===== config.mk =====
export PLATFORM = sky130hd
export DESIGN_NAME = layer_compositor_flat
export DESIGN_NICKNAME = d
export VERILOG_FILES = /design/src/rtl/compositor_pkg.sv /design/src/rtl/layer_compositor_if.sv /design/src/rtl/palette_lut.sv /design/src/rtl/spriteROM.sv /design/src/rtl/layer_compositor.sv /design/src/flat_wrapper.sv
export SDC_FILE = /design/constraint.sdc
export NUM_CORES = 1
export LEC_CHECK = 0
export CORE_AREA = 2 2 250 252
export DETAILED_ROUTE_END_ITERATION = 10
export DIE_AREA = 0 0 252 254
export SYNTH_ARGS = -nofsm -noshare
export SYNTH_HDL_FRONTEND = slang
export SYNTH_SLANG_ARGS = --single-unit

===== constraint.sdc =====
create_clock -name clk -period 9.3 [get_ports clk]
set_clock_uncertainty 0.15 [all_clocks]
set_input_delay 2.325 -clock clk [delete_from_list [all_inputs] [get_ports clk]]
set_output_delay 2.325 -clock clk [all_outputs]
set_load 0.005 [all_outputs]

===== src/rtl/compositor_pkg.sv =====
// compositor_pkg: shared types, fixed ROM addresses and the default palette for layer_compositor
package compositor_pkg;
   typedef logic [23:0] rgb_t;
   localparam int BLANK_ADDR_DEF   = 1706;
   localparam int TERRAIN_ADDR_DEF = 1705;
   localparam int DEFAULT_ADDR_DEF = 1704;
   localparam rgb_t DEFAULT_PAL [32] = '{
      24'h000000, 24'hFFFFFF, 24'hFF0000, 24'h00FF00, 24'h0000FF, 24'hFFFF00, 24'h00FFFF, 24'h2FBDA1,
      24'h800080, 24'h8B4513, 24'h0A0A0A, 24'hA0A0A0, 24'hFFA500, 24'hC0C0C0, 24'h404040, 24'h008000,
      24'h87CEEB, 24'h4682B4, 24'hD2B48C, 24'hF5DEB3, 24'hDC143C, 24'hFF69B4, 24'h7FFF00, 24'h228B22,
      24'h1E90FF, 24'hB22222, 24'hDAA520, 24'hADFF2F, 24'h4B0082, 24'hF0E68C, 24'hE6E6FA, 24'h708090
   };
   // Entries beyond the 32-colour table default to green.
   function automatic rgb_t default_rgb(input int i);
      return (i < 32) ? DEFAULT_PAL[i[4:0]] : 24'h00FF00;
   endfunction
endpackage


===== src/rtl/layer_compositor_if.sv =====
// layer_compositor_if: palette write port
//   pal_we/pal_idx/pal_rgb : write request (master -> slave)
//   pal_ack                : write accepted, one cycle after pal_we (slave -> master)
interface layer_compositor_if #(parameter int PAL_W = 5);
   logic             pal_we;
   logic [PAL_W-1:0] pal_idx;
   logic [23:0]      pal_rgb;
   logic             pal_ack;
   modport master (output pal_we, pal_idx, pal_rgb, input pal_ack);
   modport slave  (input pal_we, pal_idx, pal_rgb, output pal_ack);
endinterface


===== src/rtl/palette_lut.sv =====
// palette_lut: palette storage with registered lookup and optional write port (PALETTE_WR_EN)
//   clk, rst, rd_idx in; rgb registered colour; wr palette write slave
module palette_lut import compositor_pkg::*; #(
   parameter int PAL_W = 5
) (
   input  logic             clk,
   input  logic             rst,
   input  logic [PAL_W-1:0] rd_idx,
   output rgb_t             rgb,
   layer_compositor_if.slave wr
);
`ifdef PALETTE_WR_EN
   rgb_t pal [2**PAL_W];
   // The lookup reads the array before this edge's write lands, so a same-index
   // write shows the old colour this cycle and the new one from the next.
   always_ff @(posedge clk) begin
      if (rst) begin
         for (int i = 0; i < 2**PAL_W; i++) pal[i] <= default_rgb(i);
         rgb        <= '0;
         wr.pal_ack <= 1'b0;
      end else begin
         if (wr.pal_we) pal[wr.pal_idx] <= wr.pal_rgb;
         rgb        <= pal[rd_idx];
         wr.pal_ack <= wr.pal_we;
      end
   end
`else
   logic unused_wr;
   assign unused_wr  = ^{wr.pal_we, wr.pal_idx, wr.pal_rgb};
   assign wr.pal_ack = 1'b0;
   always_ff @(posedge clk) rgb <= rst ? '0 : default_rgb(int'(rd_idx));
`endif
endmodule


===== src/rtl/spriteROM.sv =====
// spriteROM: synchronous sprite ROM, one-cycle read; the colour index is the low address bits
//   clk, read_address in; data_Out registered palette index
module spriteROM #(
   parameter int ADDR_W = 18,
   parameter int DATA_W = 5
) (
   input  logic              clk,
   input  logic [ADDR_W-1:0] read_address,
   output logic [DATA_W-1:0] data_Out
);
   logic unused_hi;
   assign unused_hi = ^read_address[ADDR_W-1:DATA_W];
   always_ff @(posedge clk) data_Out <= read_address[DATA_W-1:0];
endmodule


===== src/rtl/layer_compositor.sv =====
// layer_compositor: 3-stage priority mux of sprite layers and terrain -> sprite ROM -> palette RGB
//   clk, Reset (sync, active high); DrawY/terrain_data terrain hit; layer_addr/layer_draw/layer_mask
//   per-layer inputs; terrain_layer terrain priority slot; frame_start loads the mask; blank (0 = blanking)
//   pal palette write slave; Red/Green/Blue, blank_out 3 clk after the inputs
//   Macro PALETTE_WR_EN makes the palette writable.
module layer_compositor import compositor_pkg::*; #(
   parameter int NUM_LAYERS   = 4,
   parameter int ADDR_W       = 18,
   parameter int PAL_W        = 5,
   parameter int V_RES        = 480,
   parameter int BLANK_ADDR   = BLANK_ADDR_DEF,
   parameter int TERRAIN_ADDR = TERRAIN_ADDR_DEF,
   parameter int DEFAULT_ADDR = DEFAULT_ADDR_DEF
) (
   input  logic                         clk,
   input  logic                         Reset,
   input  logic [9:0]                   DrawY,
   input  logic [V_RES-1:0]             terrain_data,
   input  logic [NUM_LAYERS*ADDR_W-1:0] layer_addr,
   input  logic [NUM_LAYERS-1:0]        layer_draw,
   input  logic [2:0]                   terrain_layer,
   input  logic [NUM_LAYERS-1:0]        layer_mask,
   input  logic                         frame_start,
   input  logic                         blank,
   layer_compositor_if.slave            pal,
   output logic [7:0]                   Red,
   output logic [7:0]                   Green,
   output logic [7:0]                   Blue,
   output logic                         blank_out
);
   logic [NUM_LAYERS-1:0] act_mask;
   logic [NUM_LAYERS-1:0] act;
   logic [ADDR_W-1:0]     sel_addr;
   logic [ADDR_W-1:0]     rom_addr;
   logic [PAL_W-1:0]      pix_idx;
   logic [2:0]            blank_d;
   logic                  terr;
   rgb_t                  rgb;
   // Shift instead of index so scan lines beyond the column read as no terrain.
   assign terr = 1'(terrain_data >> DrawY);
   assign act  = layer_draw & act_mask;
   // Walk from lowest to highest priority; terrain sits just above layer terrain_layer.
   always_comb begin
      sel_addr = (terr && int'(terrain_layer) >= NUM_LAYERS) ? ADDR_W'(TERRAIN_ADDR) : ADDR_W'(DEFAULT_ADDR);
      for (int i = NUM_LAYERS - 1; i >= 0; i--) begin
         sel_addr = act[i] ? layer_addr[i*ADDR_W +: ADDR_W] : sel_addr;
         sel_addr = (terr && int'(terrain_layer) == i) ? ADDR_W'(TERRAIN_ADDR) : sel_addr;
      end
      sel_addr = blank ? sel_addr : ADDR_W'(BLANK_ADDR);
   end
   always_ff @(posedge clk) begin
      if (Reset) begin
         act_mask <= '1;
         rom_addr <= ADDR_W'(BLANK_ADDR);
         blank_d  <= '0;
      end else begin
         act_mask <= frame_start ? layer_mask : act_mask;
         rom_addr <= sel_addr;
         blank_d  <= {blank_d[1:0], blank};
      end
   end
   assign blank_out = blank_d[2];
   spriteROM #(.ADDR_W(ADDR_W), .DATA_W(PAL_W)) rom (
      .clk          (clk),
      .read_address (rom_addr),
      .data_Out     (pix_idx)
   );
   palette_lut #(.PAL_W(PAL_W)) lut (
      .clk    (clk),
      .rst    (Reset),
      .rd_idx (pix_idx),
      .rgb    (rgb),
      .wr     (pal)
   );
   assign {Red, Green, Blue} = rgb;
endmodule


===== src/flat_wrapper.sv =====
// flat-port wrapper written by rule: the top's interface ports become plain ports
module layer_compositor_flat import compositor_pkg::*;
#(
   parameter int NUM_LAYERS   = 4,
   parameter int ADDR_W       = 18,
   parameter int PAL_W        = 5,
   parameter int V_RES        = 480,
   parameter int BLANK_ADDR   = BLANK_ADDR_DEF,
   parameter int TERRAIN_ADDR = TERRAIN_ADDR_DEF,
   parameter int DEFAULT_ADDR = DEFAULT_ADDR_DEF
)
  (clk, Reset, DrawY, terrain_data, layer_addr, layer_draw, terrain_layer, layer_mask, frame_start, blank, Red, Green, Blue, blank_out, pal_pal_we, pal_pal_idx, pal_pal_rgb, pal_pal_ack);
  layer_compositor_if #(.PAL_W(PAL_W)) pal_i ();
  input  logic clk;
  input  logic Reset;
  input  logic [9:0] DrawY;
  input  logic [V_RES-1:0] terrain_data;
  input  logic [NUM_LAYERS*ADDR_W-1:0] layer_addr;
  input  logic [NUM_LAYERS-1:0] layer_draw;
  input  logic [2:0] terrain_layer;
  input  logic [NUM_LAYERS-1:0] layer_mask;
  input  logic frame_start;
  input  logic blank;
  output logic [7:0] Red;
  output logic [7:0] Green;
  output logic [7:0] Blue;
  output logic blank_out;
  input wire logic [$bits(pal_i.pal_we)-1:0] pal_pal_we;
  input wire logic [$bits(pal_i.pal_idx)-1:0] pal_pal_idx;
  input wire logic [$bits(pal_i.pal_rgb)-1:0] pal_pal_rgb;
  output wire logic [$bits(pal_i.pal_ack)-1:0] pal_pal_ack;
  assign pal_i.pal_we = pal_pal_we;
  assign pal_i.pal_idx = pal_pal_idx;
  assign pal_i.pal_rgb = pal_pal_rgb;
  assign pal_pal_ack = pal_i.pal_ack;
  layer_compositor #(.NUM_LAYERS(NUM_LAYERS), .ADDR_W(ADDR_W), .PAL_W(PAL_W), .V_RES(V_RES), .BLANK_ADDR(BLANK_ADDR), .TERRAIN_ADDR(TERRAIN_ADDR), .DEFAULT_ADDR(DEFAULT_ADDR)) u_core (.clk(clk), .Reset(Reset), .DrawY(DrawY), .terrain_data(terrain_data), .layer_addr(layer_addr), .layer_draw(layer_draw), .terrain_layer(terrain_layer), .layer_mask(layer_mask), .frame_start(frame_start), .blank(blank), .pal(pal_i), .Red(Red), .Green(Green), .Blue(Blue), .blank_out(blank_out));
endmodule

======== Word-level counts from Yosys, hierarchy flattened ========
Memories as Yosys holds them, arrays and structs flattened. A register that Yosys moved wholly into a read port is not among the register bits.
Index checks and enable logic that the tools add are counted.
word-level totals
  bits in registers ....................... 17
  bits in read-only memories .............. 768
  bits of input ports ..................... 607
  word-level logic and storage cells ...... 31
  memories ................................ 1
cells by class
  magnitude comparators ................... 1
  equality and inequality tests ........... 3
  shift operators ......................... 1
  multiplexer cells ....................... 9
  bitwise gates (word level) .............. 3
  reductions and logical operators ........ 8
memory list
  name             depth  width  rd ports  clocked after memory_dff  write ports  line                  source
  (no name shown)  32     24     1         1                         0            compositor_pkg.sv:15  return (i < 32) ? DEFAULT_PAL[i[4:0]] : 24'h00FF00;
operators with widths
  kind                                                             number
  480-bit by 10-bit right shift with 1-bit output                  1
  5-bit two-way mux                                                7
  3-bit == test, second input constant                             2
  5-bit NOT with 6-bit output                                      1
  1-bit logical AND                                                5
  4-bit bitwise AND                                                1
  3-bit by 2-bit == test with 1-bit output, second input constant  1
  3-bit greater-or-equal comparator, second input constant         1
  3-bit logical NOT                                                1
  3-bit OR reduction                                               1
  2-bit two-way mux                                                1
  2-bit OR reduction                                               1
  1-bit two-way mux                                                1
  1-bit NOT                                                        1

======== Depth between registers and ports, before layout ========
  depth after elaboration ................. 11
  gate-level depth with buffers ........... 14
  depth with buffers taken out ............ 9

======== By module ========
A second synthesis with hierarchy kept.
second synthesis, totals
  cell total of the unflattened synthesis .. 798
  area, all modules ....................... 7915.1 um^2
by module, submodules not included
  module            times used  cells an instance  area an instance (um^2)  seq. area each (um^2)
  layer_compositor  1           576                5995.8                   500.5
  palette_lut       1           217                1819.2                   480.5
  spriteROM         1           5                  100.1                    100.1

======== Worst setup path before layout ========
Ideal clock, no wire load.
  path kind ............................... input-to-reg
  from .................................... input port DrawY[0]
  to ...................................... register u_core.rom_addr[4]
  data arrival time ....................... 4.566 ns
  required time ........................... 9.090 ns
  setup slack ............................. 4.524 ns
  stages on the path ...................... 9
  path buffers ............................ 2
  cells stage by stage .................... buf_6 buf_12 mux4_1 mux4_2 a311o_1 nand4_2 nand2_4 nor4b_2 a311o_1
between the ends
  longest elaborated chain between the ends .. 8
  elaborated cells on any way between the ends .. 12
  those cells by class .................... 1 x shift; 6 x mux; 5 x reduce/logical
ends and longest elaborated chain
  what                                                 line                    source
  start, declared                                      flat_wrapper.sv:16      input logic [9:0] DrawY;
  480-bit by 10-bit right shift with 1-bit output (*)  layer_compositor.sv:40  assign terr = 1'(terrain_data >> DrawY);
  1-bit logical AND                                    layer_compositor.sv:47  sel_addr = (terr && int'(terrain_layer) == i) ? ADDR_W'(TERRAIN_ADDR) : sel_addr;
  5-bit two-way mux                                    layer_compositor.sv:47
  5-bit two-way mux                                    layer_compositor.sv:46  sel_addr = act[i] ? layer_addr[i*ADDR_W +: ADDR_W] : sel_addr;
  5-bit two-way mux                                    layer_compositor.sv:47
  5-bit two-way mux                                    layer_compositor.sv:46
  5-bit two-way mux                                    layer_compositor.sv:47
  5-bit two-way mux                                    layer_compositor.sv:46
  end signal, assigned                                 layer_compositor.sv:54  rom_addr <= ADDR_W'(BLANK_ADDR);
  end signal, assigned                                 layer_compositor.sv:58  rom_addr <= sel_addr;
  end, declared                                        layer_compositor.sv:34  logic [ADDR_W-1:0] rom_addr;
Mark *: on every way between the ends. The rest lies on a longest branch, timed or not.
A chain may end at the register's enable or synchronous reset.

======== Worst setup path after layout ========
Ends and elaborated chain as after synthesis.

==> load_flow_metrics.sql <==
INSERT INTO impl_metrics (metric_group, metric, value, unit) VALUES
('outcome', 'run_status', 'finished clean', ''),
('cells_and_area', 'total_nets_final', '1786', ''),
('cts', 'max_buffers_root_to_sink', '2', ''),
('global_routing', 'grt_start_max_net_pins', '64', ''),
('worst_setup_path', 'criticalPathCategory', 'in2reg', ''),
('cts', 'cts.htree.levels', '2', ''),
('sta', 'timing.final.crit_period', '6.07', 'ns'),
('synth', 'synth_edf_count', '0', ''),
('sta', 'final.setup.tns', '0', 'ns'),
('detailed_routing', 'first_pass_iters', '8', ''),
('cts', 'clk-insertion-delay-late', '0.28', 'ns'),
('cells_and_area', 'post_route_cells_drive_above_1_share', '11.9', '%'),
('cts', 'hold_buffer_count_at_cts', '0', ''),
('worst_setup_path', 'timing.rr.start', 'u_core.rom.data_Out[0]', ''),
('flow_run', 'max-cap-violations', '0', ''),
('synth', 'netlist_instances', '668', ''),
('sta', 'hold_violations', '0', ''),
('worst_setup_path', 'critPathArrivalTime', '6.14', 'ns'),
('hold_path', 'holdCritPathClass', 'reg2reg', ''),
('cts', 'clock_tree.root_cell', 'sky130_fd_sc_hd__clkbuf_16', ''),
('detailed_routing', 'drt_drc_violations_left', '0', ''),
('global_routing', 'track_usage', '14.1', '%'),
('worst_setup_path', 'reg2reg_setup_slack', '6.24', 'ns'),
('detailed_routing', 'drt-vias-per-instance', '4.18', ''),
('synth', 'synth-async-reset-ratio', '0', '%'),
('power_and_ir_drop', 'design_power_total', '0.963', 'mW'),
('sta', 'slew_headroom', '34.1', '%'),
('detailed_routing', 'route.antenna.remaining_nets', '0', ''),
('global_routing', 'global_route_wire_length_before_repair', '63.5', 'mm'),
('sta', 'fmaxAchievable', '165', 'MHz'),
('die', 'floorplan.io_pins', '633', ''),
('cts', 'cts_setup_buffers', '0', ''),
('worst_setup_path', 'reg2reg_depth', '9', ''),
('detailed_routing', 'routed_wirelength', '47.8', 'mm'),
('global_routing', 'gr-total-overflow', '0', ''),
('synth', 'syn_nets', '1283', ''),
('worst_setup_path', 'worstPathRequired', '9.37', 'ns'),
('cts', 'cts_inserted_buffers', '5', ''),
('synth', 'synth_ff_type', 'sky130_fd_sc_hd__dfxtp_1', ''),
('synth', 'unique_cell_type_count_in_the_yosys_netlist', '72', ''),
('synth', 'post_synthesis_sequential_element_count', '41', ''),
('placed_design', 'gpl.final_weighted_congestion', '0.862', ''),
('cts', 'worst_setup_hold_path_clk_slew', '0.05', 'ns'),
('sta', 'setup_viol_count_final', '0', ''),
('synth', 'synth.yosys.seq_area_share', '12.3', '%'),
('worst_setup_path', 'timing.rr.end', 'u_core.lut.rgb[19]', ''),
('synth', 'yosysWarnings', '0', ''),
('detailed_routing', 'wl_per_cell', '24.3', 'µm'),
('power_and_ir_drop', 'irDropWorstVdd', '0.0000597', 'V'),
('global_routing', 'grt_pass1_vias', '8794', ''),
('cts', 'tritoncts', 'built', ''),
('synth', 'synth.avg_cell_area', '10.0', 'µm²'),
('synth', 'cell_area_after_synthesis', '0.00670', 'mm²'),
('power_and_ir_drop', 'power.density_cell_area', '73.8', 'mW/mm²'),
('sta', 'rsz0062_at_grt', 'false', ''),
('die', 'die_width', '252', 'µm'),
('die', 'floorplan.die_area', '0.0640', 'mm²'),
('hold_path', 'hold_end', 'u_core.rom.data_Out[0]', ''),
('die', 'die_y', '254', 'µm'),
('power_and_ir_drop', 'power.static_leakage', '4.54', 'nW'),
('hold_path', 'hold_path.startpoint', 'u_core.rom_addr[0]', ''),
('die', 'num_rows', '91', ''),
('detailed_routing', 'first_iter_violations', '444', ''),
('cts', 'cts_sinks', '41', ''),
('sta', 'maxSlewViolCount', '0', ''),
('worst_setup_path', 'critPathCaptureType', 'register', ''),
('placed_design', 'hpwlAfterDp', '41.6', 'mm'),
('worst_setup_path', 'timing.critical_path.fanout_max', '63', ''),
('worst_setup_path', 'worstSetupStartpointType', 'primary input', ''),
('placed_design', 'number_of_input_and_output_port_buffers_inserted', '549', ''),
('die', 'initial_utilization', '10.9', '%'),
('sta', 'post-route-period-util', '65.2', '%'),
('cells_and_area', 'syn_to_final_growth', '94.8', '%'),
('detailed_routing', 'detailroute.via_count', '8244', ''),
('die', 'core', '0.0613', 'mm²'),
('cts', 'cts_repair_resize_count', '0', ''),
('sta', 'max_slew.worst_pin.slew', '0.989', 'ns'),
('global_routing', 'antenna_found_initial', '30', ''),
('hold_path', 'cell_depth_of_the_worst_min_delay_path', '0', ''),
('worst_setup_path', 'timing.critical_path.from', 'DrawY[0]', '');
[kinds of logic after synthesis]
| kind of cell | count (synthesis) | synth area share, % |
|---|---|---|
| AO/OA/AOI/OAI | 173 | 18.6 |
| XOR/XNOR | 1 | 0.131 |
| multiplexers | 164 | 45.4 |
| flip-flops | 41 | 12.3 |
| adder cells (fa/ha/maj) | 8 | 1.49 |
| buffers and inverters | 85 | 7.41 |
| other | 1 | 0.0560 |
| AND/OR/NAND/NOR | 195 | 14.6 |
[state kept, by name, summed over array words and instances, names as in the netlist]
| register | flops |
|---|---|
| u_core.act_mask | 4 |
| u_core.lut.rgb | 24 |
| u_core.rom_addr | 5 |
| u_core.blank_d | 3 |
| u_core.rom.data_Out | 5 |
[Yosys cell counts (all sizes together), types with 2 or more instances]
master | number | share of area (%)
mux4 | 105 | 36
nand2 | 57 | 3.3
mux2i | 48 | 7.2
nor2 | 45 | 2.5
dfxtp | 41 | 12
buf | 35 | 4.6
clkbuf | 33 | 1.8
a21oi | 27 | 2.2
nor2b | 25 | 2.3
a211oi | 24 | 2.7
o21ai | 23 | 1.7
nand3 | 21 | 1.6
a22oi | 19 | 2.1
inv | 16 | 0.90
a31oi | 11 | 1.0
mux2 | 11 | 1.8
o211ai | 9 | 1.0
a221oi | 8 | 1.0
ha | 8 | 1.5
nor3 | 7 | 0.52
o22ai | 7 | 0.65
a211o | 6 | 0.78
nand2b | 6 | 0.56
nand4 | 6 | 0.65
nor4 | 6 | 0.56
a22o | 5 | 0.65
a311oi | 5 | 0.75
o31ai | 5 | 0.77
and2 | 4 | 0.37
a21o | 3 | 0.34
a311o | 3 | 0.45
and3 | 3 | 0.28
or2 | 3 | 0.28
or3 | 3 | 0.28
a21boi | 2 | 0.22
nor3b | 2 | 0.22
nor4b | 2 | 0.35
o21bai | 2 | 0.22
o221ai | 2 | 0.26
or3b | 2 | 0.26
[worst max path at each step]
stage                              end  slack [ns]
floorplan           u_core.rom_addr[4]        4.52
global placement    u_core.rom_addr[3]        2.66
detailed placement  u_core.rom_addr[4]        2.70
CTS                 u_core.rom_addr[4]        2.99
global route        u_core.rom_addr[4]        2.67
finish              u_core.rom_addr[4]        3.23
[metrics by stage]
stage / util (%) / setup WS (ns) / hold WS, ns / cells / instance area, µm²
6_report: 21.3 / 3.23 / 0.176 / 1973 / 13000
5_1_grt: 21.3 / 2.67 / 0.189 / 1966 / 13000
4_1_cts: 21.3 / 2.99 / 0.177 / 1961 / 13000
3_5_place_dp: 21.0 / 2.70 / 0.165 / 1954 / 12900
3_3_place_gp: 21.0 / 2.66 / 0.163 / 1954 / 12900
2_1_floorplan: - / 4.52 / 0.160 / 668 / 6700
[cell usage in the layout, fill, tap and decap left out, drive strengths merged, types with 6 or more instances in the layout]
master / n
a211o: 6
a211oi: 24
a21oi: 27
a221oi: 8
a22oi: 19
a31oi: 11
buf: 20
clkdlybuf4s50: 544
dfxtp: 41
diode: 12
ha: 8
inv: 16
mux2: 11
mux2i: 48
mux4: 105
nand2: 57
nand2b: 6
nand3: 21
nand4: 6
nor2: 45
nor2b: 25
nor3: 7
nor4: 6
o211ai: 9
o21ai: 23
o22ai: 7
[layout make-up]
type                            instances  area, µm²
Antenna cell                           12       30.0
Clock buffer                            5        125
Clock inverter                          2       35.0
Fill cell                            6749      48200
Inverter                               17       63.8
Multi-Input combinational cell        542       5390
Sequential cell                        41        821
Tap cell                              790        988
Timing Repair Buffer                  564       5600
[power by group]
| part | switching [mW] | internal (mW) | total [mW] |
|---|---|---|---|
| Combinational | 0.229 | 0.346 | 0.575 |
| Sequential | 0.00743 | 0.191 | 0.198 |
| Clock | 0.0651 | 0.124 | 0.189 |
[per-layer routing]
layer  wire length (µm)  share of wire (%)  vias to the layer above  global-route usage (%)
met5                183               0.38                        -                       0
met3               4390                9.2                       64                    4.25
met1              18800                 39                     3958                    16.7
met2              23400                 49                      446                    25.0
met4               1070                2.2                       30                    2.65
li1                   -                  -                     3746                       -
[critical path, cell delays in order]
cell and delay (ns):
sky130_fd_sc_hd__buf_8 0.45, sky130_fd_sc_hd__buf_4 0.82, sky130_fd_sc_hd__mux4_2 0.61, sky130_fd_sc_hd__a22oi_1 0.19, sky130_fd_sc_hd__a311oi_1 0.11, sky130_fd_sc_hd__nor4_1 0.70, sky130_fd_sc_hd__a211oi_1 0.12, sky130_fd_sc_hd__nand4_2 0.20
sky130_fd_sc_hd__nand2_4 0.09, sky130_fd_sc_hd__nor4b_2 0.27, sky130_fd_sc_hd__a311o_1 0.14
(Power assumes the default switching activity.)
